### config.mk
export PLATFORM = sky130hd
export DESIGN_NAME = debug_dump_flat
export DESIGN_NICKNAME = d
export VERILOG_FILES = /design/src/rtl/debug_dump_if.sv /design/src/rtl/debug_dump.sv /design/src/flat_wrapper.sv
export SDC_FILE = /design/constraint.sdc
export NUM_CORES = 1
export LEC_CHECK = 0
export ABC_CLOCK_PERIOD_IN_PS = 5800
export CORE_AREA = 5 5 554 556
export CTS_BUF_LIST = sky130_fd_sc_hd__clkbuf_4
export CTS_CLUSTER_SIZE = 30
export DETAILED_ROUTE_END_ITERATION = 16
export DIE_AREA = 0 0 559 561
export DONT_BUFFER_PORTS = 1
export SLEW_MARGIN = 10
export SYNTH_ARGS = -nofsm -noshare
export SYNTH_HDL_FRONTEND = slang
export SYNTH_SLANG_ARGS = --single-unit
### constraint.sdc
create_clock -name clk -period 5.8 [get_ports clk]
set_clock_uncertainty 0.2 [all_clocks]
set_input_delay 1.74 -clock clk [delete_from_list [all_inputs] [get_ports clk]]
set_output_delay 1.74 -clock clk [all_outputs]
set_load 0.01 [all_outputs]
### src/rtl/debug_dump_if.sv
// ---------------------------------------------------------------------------
// debug_dump_if -- host-side byte links of the debug_dump block.
//
// Signals:
//   rx_data  [7:0] command byte from the UART receiver
//   rx_valid       one-cycle strobe, rx_data valid this cycle
//   tx_data  [7:0] frame byte toward the UART transmitter
//   tx_valid       tx_data is valid
//   tx_ready       transmitter accepts tx_data this cycle
//
// Handshake (tx side): a byte moves on every rising edge where
// tx_valid & tx_ready are both high. Once tx_valid is raised it stays high,
// and tx_data stays stable, until that transfer happens.
//
// Modports:
//   master : host/UART side (drives rx_*, tx_ready)
//   slave  : debug_dump side (drives tx_data, tx_valid)
// ---------------------------------------------------------------------------
interface debug_dump_if;
   logic [7:0] rx_data;
   logic       rx_valid;
   logic [7:0] tx_data;
   logic       tx_valid;
   logic       tx_ready;

   modport master (output rx_data, rx_valid, tx_ready, input tx_data, tx_valid);
   modport slave  (input rx_data, rx_valid, tx_ready, output tx_data, tx_valid);
endinterface

### src/rtl/debug_dump.sv
// ---------------------------------------------------------------------------
// debug_dump -- host debug companion of the pipeline.
//
// Executes single-byte host commands (step / run-to-halt / dump) and streams
// a framed snapshot of the pipeline observation buses over a byte handshake.
//
// Ports:
//   clk, rst          clock (rising edge), asynchronous active-high reset
//   bus (slave)       rx_data/rx_valid commands in, tx_data/tx_valid/tx_ready out
//   pc, instruccion, if_id, id_ex, ex_m, m_wb, registros
//                     pipeline observation buses (read directly while frozen)
//   pipe_enable       pipeline enable
//   busy              high in every state except IDLE
//   dbg_state [1:0]   current FSM state (IDLE=0, RUN=1, STEP=2, SEND=3)
//
// Optional feature macro: DEBUG_CYCLE_COUNT_EN
//   When defined, a 32-bit count of enabled pipeline cycles is inserted
//   MSB-first right after the sync byte (181-byte frame instead of 177).
// ---------------------------------------------------------------------------
module debug_dump (
   input  logic            clk,
   input  logic            rst,
   debug_dump_if.slave     bus,
   input  logic [7:0]      pc,
   input  logic [31:0]     instruccion,
   input  logic [39:0]     if_id,
   input  logic [143:0]    id_ex,
   input  logic [79:0]     ex_m,
   input  logic [79:0]     m_wb,
   input  logic [1023:0]   registros,
   output logic            pipe_enable,
   output logic            busy,
   output logic [1:0]      dbg_state
);

   localparam logic [31:0] HALT_WORD = 32'hFFFF_FFFF;
   localparam logic [7:0]  CMD_STEP  = 8'h73;
   localparam logic [7:0]  CMD_RUN   = 8'h63;
   localparam logic [7:0]  CMD_DUMP  = 8'h64;
   localparam logic [7:0]  SYNC_BYTE = 8'hA5;

   typedef enum logic [1:0] {
      IDLE = 2'd0,
      RUN  = 2'd1,
      STEP = 2'd2,
      SEND = 2'd3
   } state_t;

   state_t     state;
   state_t     state_next;
   logic [7:0] byte_idx;
   logic       tx_fire;
   logic       last_byte;

`ifdef DEBUG_CYCLE_COUNT_EN
   localparam int FRAME_BYTES = 181;
   localparam int FRAME_BITS  = FRAME_BYTES * 8;

   logic [31:0] cycle_count;

   // Free-running count of enabled pipeline cycles; only rst clears it.
   always_ff @(posedge clk or posedge rst) begin
      if (rst) begin
         cycle_count <= 32'd0;
      end else if (pipe_enable) begin
         cycle_count <= cycle_count + 32'd1;
      end
   end

   logic [FRAME_BITS-1:0] frame;
   assign frame = {SYNC_BYTE, cycle_count, pc, instruccion, if_id, id_ex,
                   ex_m, m_wb, registros};
`else
   localparam int FRAME_BYTES = 177;
   localparam int FRAME_BITS  = FRAME_BYTES * 8;

   logic [FRAME_BITS-1:0] frame;
   assign frame = {SYNC_BYTE, pc, instruccion, if_id, id_ex, ex_m, m_wb,
                   registros};
`endif

   // Byte 0 of the frame sits in the top 8 bits, so select downward from
   // the MSB. The pipeline is frozen while sending, so no snapshot is kept.
   logic [10:0] bit_top;
   assign bit_top = 11'(FRAME_BITS - 1) - {byte_idx, 3'b000};

   assign tx_fire   = bus.tx_valid & bus.tx_ready;
   assign last_byte = (byte_idx == 8'(FRAME_BYTES - 1));

   assign bus.tx_valid = (state == SEND);
   assign bus.tx_data  = (state == SEND) ? frame[bit_top -: 8] : 8'h00;
   assign busy         = (state != IDLE);
   assign dbg_state    = state;

   always_ff @(posedge clk or posedge rst) begin
      if (rst) begin
         state <= IDLE;
      end else begin
         state <= state_next;
      end
   end

   // Outside SEND the index is held at 0, so every frame starts at the sync
   // byte; it wraps back to 0 when the last byte is taken.
   always_ff @(posedge clk or posedge rst) begin
      if (rst) begin
         byte_idx <= 8'd0;
      end else if (state != SEND) begin
         byte_idx <= 8'd0;
      end else if (tx_fire) begin
         byte_idx <= last_byte ? 8'd0 : byte_idx + 8'd1;
      end
   end

   always_comb begin
      state_next  = state;
      pipe_enable = 1'b0;
      case (state)
         IDLE: begin
            if (bus.rx_valid) begin
               case (bus.rx_data)
                  CMD_STEP: state_next = STEP;
                  CMD_RUN:  state_next = RUN;
                  CMD_DUMP: state_next = SEND;
                  default:  state_next = IDLE;
               endcase
            end
         end
         STEP: begin
            pipe_enable = 1'b1;
            state_next  = SEND;
         end
         RUN: begin
            // The halt cycle itself is still an enabled cycle.
            pipe_enable = 1'b1;
            if (instruccion == HALT_WORD) begin
               state_next = SEND;
            end
         end
         SEND: begin
            if (tx_fire && last_byte) begin
               state_next = IDLE;
            end
         end
         default: state_next = IDLE;
      endcase
   end

endmodule

### src/flat_wrapper.sv
// flat-port wrapper written by rule: the top's interface ports become plain ports
module debug_dump_flat 
  (clk, rst, pc, instruccion, if_id, id_ex, ex_m, m_wb, registros, pipe_enable, busy, dbg_state, bus_rx_data, bus_rx_valid, bus_tx_ready, bus_tx_data, bus_tx_valid);
  debug_dump_if bus_i ();
  input  logic clk;
  input  logic rst;
  input  logic [7:0] pc;
  input  logic [31:0] instruccion;
  input  logic [39:0] if_id;
  input  logic [143:0] id_ex;
  input  logic [79:0] ex_m;
  input  logic [79:0] m_wb;
  input  logic [1023:0] registros;
  output logic pipe_enable;
  output logic busy;
  output logic [1:0] dbg_state;
  input wire logic [$bits(bus_i.rx_data)-1:0] bus_rx_data;
  input wire logic [$bits(bus_i.rx_valid)-1:0] bus_rx_valid;
  input wire logic [$bits(bus_i.tx_ready)-1:0] bus_tx_ready;
  output wire logic [$bits(bus_i.tx_data)-1:0] bus_tx_data;
  output wire logic [$bits(bus_i.tx_valid)-1:0] bus_tx_valid;
  assign bus_i.rx_data = bus_rx_data;
  assign bus_i.rx_valid = bus_rx_valid;
  assign bus_i.tx_ready = bus_tx_ready;
  assign bus_tx_data = bus_i.tx_data;
  assign bus_tx_valid = bus_i.tx_valid;
  debug_dump u_core (.clk(clk), .rst(rst), .bus(bus_i), .pc(pc), .instruccion(instruccion), .if_id(if_id), .id_ex(id_ex), .ex_m(ex_m), .m_wb(m_wb), .registros(registros), .pipe_enable(pipe_enable), .busy(busy), .dbg_state(dbg_state));
endmodule
# Word-level counts from Yosys, hierarchy flattened
# Cells that the tools add are included.
# word_totals
output_inout_bits	13
ram_bits	0
mem_bits_ro	0
input_bits	1420
reg_bits	10
latch_bits	0
elab_cells	34
memories	0
# classes
shifts	1
mux	10
div_mod_pow	0
n_bitwise	1
mul	0
eq_ne	12
n_addsub	2
n_lt_le_gt_ge	0
n_reduce_logical	6
# op_table
op	count
1423-bit by 12-bit variable part select with 8-bit output	1
32-bit equality test, second input constant	1
8-bit 2-to-1 mux	4
8-bit by 7-bit equality test with 1-bit output, second input constant	3
11-bit subtractor, first input constant	1
8-bit by 1-bit adder with 8-bit output, second input constant	1
8-bit equality test, second input constant	1
2-bit one-hot mux with 4 select lines	1
2-bit 2-to-1 mux	3
2-bit inequality test, second input constant	3
2-bit one-hot mux with 3 select lines	1
2-bit equality test, second input constant	2
2-bit nonzero test	2
3-bit AND reduction	1
2-bit by 1-bit equality test with 1-bit output, second input constant	1
2-bit logical NOT	1
2-bit by 1-bit inequality test with 1-bit output, second input constant	1
2-bit OR reduction	1
1-bit AND	1
1-bit logical AND	1
1-bit 2-to-1 mux	1

# Depth between registers and ports, before layout
# logic_depth
depth_word	5
ltp_mapped	17
depth_no_buf	10

# Worst setup path before layout
# OpenSTA, ideal clock, no wires.
# synth_timing
path_type	register to output
startpoint	register u_core.byte_idx[0]
endpoint	output bus_tx_data[7]
path_buffers	7
t_required_ns	3.860
path_stages_with_launch	16
arrival_ns	3.812
path_slack_ns	0.048
cell_sequence	dfrtp_1 > buf_6 > buf_6 > buf_2 > buf_2 > inv_1 > ha_1 > ha_1 > buf_2 > buf_2 > clkbuf_1 > mux4_2 > mux4_2 > a32oi_1 > o211ai_2 > a32o_1
# synth_via
elab_chain_cells	3
# synth_rtl
item	line_no	rtl
start, declared	debug_dump.sv:51	logic [7:0] byte_idx;
start signal, assigned	debug_dump.sv:111	byte_idx <= last_byte ? 8'd0 : byte_idx + 8'd1;
11-bit subtractor	debug_dump.sv:85	assign bit_top = 11'(FRAME_BITS - 1) - {byte_idx, 3'b000};
1423-bit by 12-bit variable part select with 8-bit output	debug_dump.sv:91	assign bus.tx_data = (state == SEND) ? frame[bit_top -: 8] : 8'h00;
8-bit 2-to-1 mux	debug_dump.sv:91	
end, declared	flat_wrapper.sv:20	output wire logic [$bits(bus_i.tx_data)-1:0] bus_tx_data;
# No other way between the ends.

# Worst setup path in the final report
# layout_timing
startpoint	input registros[232]
endpoint	output bus_tx_data[0]
# layout_via
elab_chain_cells	2
# layout_rtl
item	line_no	rtl
start, declared	flat_wrapper.sv:13	input logic [1023:0] registros;
1423-bit by 12-bit variable part select with 8-bit output	debug_dump.sv:91	
8-bit 2-to-1 mux	debug_dump.sv:91	
# No other way between the ends.

==> results.ini <==
[setup_path]
cp_max_fo = 1
cp-startpoint = registros[232]
worstSetupEndpointType = primary output
cp.arrival_ns = 3.83
r2r_start = u_core.byte_idx[0]
cpPeakStageDelay_ns = 0.62
ff2ff_setup_slack_ns = 2.70
path_cells = mux4_2, mux4_2, a32oi_2, buf_4, o211ai_1, a32o_2, buf_12
crit_path_end = bus_tx_data[0]
worstPathRequired_ns = 3.86
rr_worst_depth = 7
worst_setup_path_start_kind = input port
timing_worst_setup_path_type = input port to primary output
slowest_stage = mux4_2
crit_path_frequent_cell = mux4_2
timing.rr.end = u_core.dbg_state[1]

[logic_synthesis]
synth.yosys.seq_area_share = 0.02022
yosys_warnings = 0
ys_types = 59
syn_avg_cell_area_um2 = 13.44
synth_edf_count = 0
netlist_area_um2 = 12380
synthArstFlopShare = 1.000
synthesis.nets = 2347
syn_inst = 921
synthFlopType = dfrtp_1
yosys_register_bits = 10

[clock_network]
root_buffer = clkbuf_4
cts.clk_slew.worst_paths_ns = 0.09
h-tree-depth = 1
cts_made_buffers = 3
clock-sinks = 10
worstSkewPairLatency_ns = 0.30
clockBufferDepth = 2
cts_tree = yes
cts_setup_buffers = 0

[sta]
max_slew.worst_pin.slew_ns = 0.7962
max_clock_freq_mhz = 173.4
tns_ns = 0
finalMaxSlewViolations = 0
whs_ns = 0.4357
setup_violations = 0
rsz0062_at_grt = yes
min_period_ns = 5.768
finalCritPeriodShare = 0.9945
slew_headroom = 0.4681
hold_viol = 0

[power]
ir_worst_vdd_mv = 0.02054
power_density_nw_per_um2 = 28.66
p_leak_nw = 4.471
combPwrFrac = 0.765
switching_share = 0.4243
internal_power_mw = 0.3227
p_seq_frac = 0.125
power_switching_mw = 0.2378
finalPower_mw = 0.5605
clkPwrFrac = 0.110

[finish]
layout_common_cells = 404 x mux4_2, 150 x buf_4, 129 x nand2_1
layout_commonest_cell = mux4_2
stdcell_count = 5186
nNetsFinal = 2434
area_growth_pct = 58.03
post-route-util = 0.06488
drive_gt1_frac = 0.6475

[min_path]
min_from = u_core.byte_idx[7]
hold_class = register to register

[place]
numPortBuffers = 0
place_congestion = 1.183
hpwl_um = 212800
dp_cells = 4980

[drt]
wl_per_cell_um = 43.58
routed_wirelength_um = 226000
drt_iter0_drc = 1349
route.vias.total = 14330
drt-pass1-iter-count = 5
drc = 0
drtAntennaViolNets = 0
via_per_inst = 2.763

[global_route]
antenna_found_initial = 483
grt_max_degree = 67
grt_usage = 0.1357
grt-ovfl-total = 0
grt_pass1_wl_um = 257500
grt_pass1_vias = 13540

[outcome]
run_status = completed

[die]
start_util = 0.04105
die_h_um = 561
dieArea_um2 = 313600
die_w_um = 559
num_rows = 202
coreArea_um2 = 301500
io_pins = 1433

[job]
cap_violations = 0

sequential cells by signal, indices dropped and copies added (netlist names):
signal            flops
u_core.byte_idx       8
u_core.dbg_state      2
what timing repair did:
| action | in CTS | in global routing |
|---|---|---|
| hold buffers | 0 | 0 |
| cloned | 0 | 1 |
| setup endpoints to repair | 8 | 7 |
| resized for setup | 15 | 13 |
| pin swaps | 6 | 2 |
logic make-up (layout without fill, tap and decap cells):
family / Yosys count / count (layout) / share of synthesized area
and+or+nand+nor: 223 / 223 / 0.08147
xor gates and xnor gates: 8 / 8 / 0.007784
buffers and inverters: 131 / 217 / 0.05802
other: 0 / 201 / 0
adders and majority gates: 6 / 6 / 0.006065
DFF: 10 / 10 / 0.02022
AOI/OAI and AO/OA: 101 / 101 / 0.06065
muxes: 442 / 442 / 0.7658
worst max-delay path: cells and delay by family:
kind | cells | cell delay [ns]
AOI/OAI and AO/OA | 3 | 0.69
buffers and inverters | 2 | 0.30
muxes | 2 | 1.08
stage by stage:
step / area, um2 / worst slack [ns]
after floorplan: 12380 / 0.04784
after global placement: 18890 / -0.1319
after detailed placement: 18890 / -0.1340
after CTS: 18970 / -0.06436
after global routing: 19370 / -0.03921
final: 19560 / 0.03204
per-layer routing:
layer / vias to the layer above / wire (um) / global-route usage
met5: - / 1135 / 0
met4: 172 / 14120 / 0.05524
met3: 922 / 25230 / 0.05840
met2: 1847 / 115300 / 0.2542
met1: 6809 / 70220 / 0.1293
li1: 4580 / - / -
cells in the mapped netlist (all sizes together), types with 3 or more instances:
master,n,area [um2]
mux2i,38,380.4
xnor2,5,62.56
buf,88,556.8
ha,6,75.07
inv,10,37.54
xor2,3,33.79
mux4,404,9099
nand4,11,68.82
dfrtp,10,250.2
a211oi,8,60.06
nand3,30,150.1
o21ai,23,115.1
nor2,14,52.55
a31oi,7,43.79
a32o,7,70.07
o31ai,4,43.79
nor2b,6,37.54
nand2,136,528.0
and3,8,50.05
a22oi,6,45.04
a21oi,12,67.57
and2,7,46.30
a221oi,12,111.4
nor4,3,18.77
o211ai,4,35.03
clkbuf,33,123.9
power by group through the flow:
stage / Combinational [mW] / Sequential, mW / Clock, mW
floorplan: 0.246 / 0.0713 / 0
global placement: 0.446 / 0.0714 / 0
detailed placement: 0.448 / 0.0714 / 0
CTS: 0.453 / 0.0700 / 0.0642
global route: 0.458 / 0.0700 / 0.0644
finish: 0.429 / 0.0700 / 0.0616
cell type report:
cell class,instances,area (um2)
flip-flops and latches,10,255.2
repair buffers,203,2181
fillers,35090,282000
diodes,201,503.0
clock inverters,1,3.754
inverters,10,37.54
multi-input cells,780,11580
well taps,3978,4977
clock buffers,3,22.52
worst min path at each step:
stage / cells after the start / to / slack, ns
floorplan: 1 / u_core.byte_idx[7] / 0.29
global placement: 1 / u_core.byte_idx[7] / 0.31
detailed placement: 1 / u_core.byte_idx[7] / 0.39
CTS: 1 / u_core.byte_idx[7] / 0.41
global route: 1 / u_core.byte_idx[7] / 0.45
finish: 1 / u_core.byte_idx[7] / 0.44
Note: power is estimated with default switching activity, not from simulation.
==> patch (same settings) <==
Add a define of `DEBUG_CYCLE_COUNT_EN`.
--- a/src/rtl/debug_dump.sv
+++ b/src/rtl/debug_dump.sv
@@ -18,4 +18,6 @@
 //   MSB-first right after the sync byte (181-byte frame instead of 177).
 // ---------------------------------------------------------------------------
+`define DEBUG_CYCLE_COUNT_EN
+
 module debug_dump (
    input  logic            clk,
Check against the original RTL: not settled (the Yosys comparison gave no result); the edit may change what the design does.
==> patch against the original RTL <==
- the flow now finishes with violations (setup timing)
- cell area is 24% higher
- routed wire length is 4.1% lower
- critical endpoint unchanged
- count of clock-buffer cells in the layout is 2 higher
- setup slack worse by 0.15 ns
- sequential cell count is 32 higher
- largest cell class unchanged
- final cell count is 6.9% higher
- total power is 110% higher
- synthesized area is 16% higher
==> patch: results (changes against the original RTL) <==
number of clock buffers in the layout 5 (was 3); Worst Setup Slack, final -0.1156 ns (was 0.03204 ns); post-synthesis sequential area ratio 7.294% (was 2.022%); non-clock buffering overhead in the final layout 18.65% (was 11.15%); initial antenna violation count 271 (was 483); Buffers excl. clock 361 (was 203); final net count 2846 (was 2434); filler instances 34770 (was 35090); met3 usage in global routing 4.497% (was 5.840%); crit path launch u_core.byte_idx[0] (was registros[232]); fraction of area in registers 4.332% (was 1.305%); smallest hold slack 0.3032 ns (was 0.4357 ns); register-to-register setup slack 1.79 ns (was 2.70 ns); number of signal-net inverters in the final layout 12 (was 10); number of setup violations in the final report 6 (was 0); failing checks setup timing; origin of the critical flop-to-flop path u_core.dbg_state[0] (was u_core.byte_idx[0]); Total Wirelength 216700 um (was 226000 um); measured slew at the worst slew-check pin 0.9370 ns (was 0.7962 ns); power drawn by the combinational cells 0.000536 W (was 0.000429 W); total length of routed met3 wires 20390 um (was 25230 um); dpl hpwl 185700 um (was 212800 um); peak fanout along the critical path 5 (was 1); result of the run finished, violations left (was finished clean); Hold Startpoint u_core.cycle_count[31] (was u_core.byte_idx[7]); routed metal-1 wire length 71960 um (was 70220 um); number of nets produced by synthesis 2620 (was 2347); met2 track demand over resource 24.09% (was 25.42%)
patch: cell count changes after synthesis, sizes merged, moves of 14 or more:
cell,unedited run,this run
nand2,136,179
dfrtp,10,42
nand3,30,54
xnor2,5,27
nand4,11,32
mux4,404,384
nor2,14,34
buf,88,102
patch: worst max-delay path: stages, from the launching register on:
cell and delay, ns:
dfrtp_4 0.50, inv_4 0.05, buf_6 0.11, ha_4 0.33
buf_12 0.17, buf_16 0.14, mux4_2 0.59, a32o_2 0.29
a2111oi_4 0.80, a211oi_1 0.09, a21o_1 0.23, buf_12 0.14
patch: what timing repair did:
| action | 4_1_cts | 5_1_grt |
|---|---|---|
| pin swaps | 37 | 14 |
| endpoints found under the setup margin | 8 | 8 |
| buffers inserted | 64 | 11 |
| hold buffers | 0 | 0 |
| resized for setup | 192 | 39 |
| gates cloned | 20 | 5 |
| endpoints found under the hold margin | 0 | 0 |
patch: stage by stage:
stage	total power, W	setup WS, ns	instances	setup TNS, ns	util [%]
after detailed placement	0.0008940	-0.5129	5295	-2.546	7.103
final	0.001193	-0.1156	5546	-0.2532	8.076
after global placement	0.0008982	-1.362	5294	-5.133	7.093
after floorplan	0.0006054	0.3450	1193	0	-
after global routing	0.001264	-0.2329	5497	-1.461	8.035
after CTS	0.001262	-0.2759	5385	-1.487	7.839
patch: cells by family (layout without fill, tap and decap cells):
group / after synthesis / count (layout) / synth area share [%]
mux: 431 / 431 / 63.32
simple gates: 353 / 353 / 11.17
compound gates: 164 / 164 / 8.519
buf+inv: 154 / 381 / 6.356
xor+xnor: 42 / 42 / 2.735
flops: 42 / 42 / 7.294
fa+ha+maj: 7 / 7 / 0.6078
other cells: 0 / 148 / 0
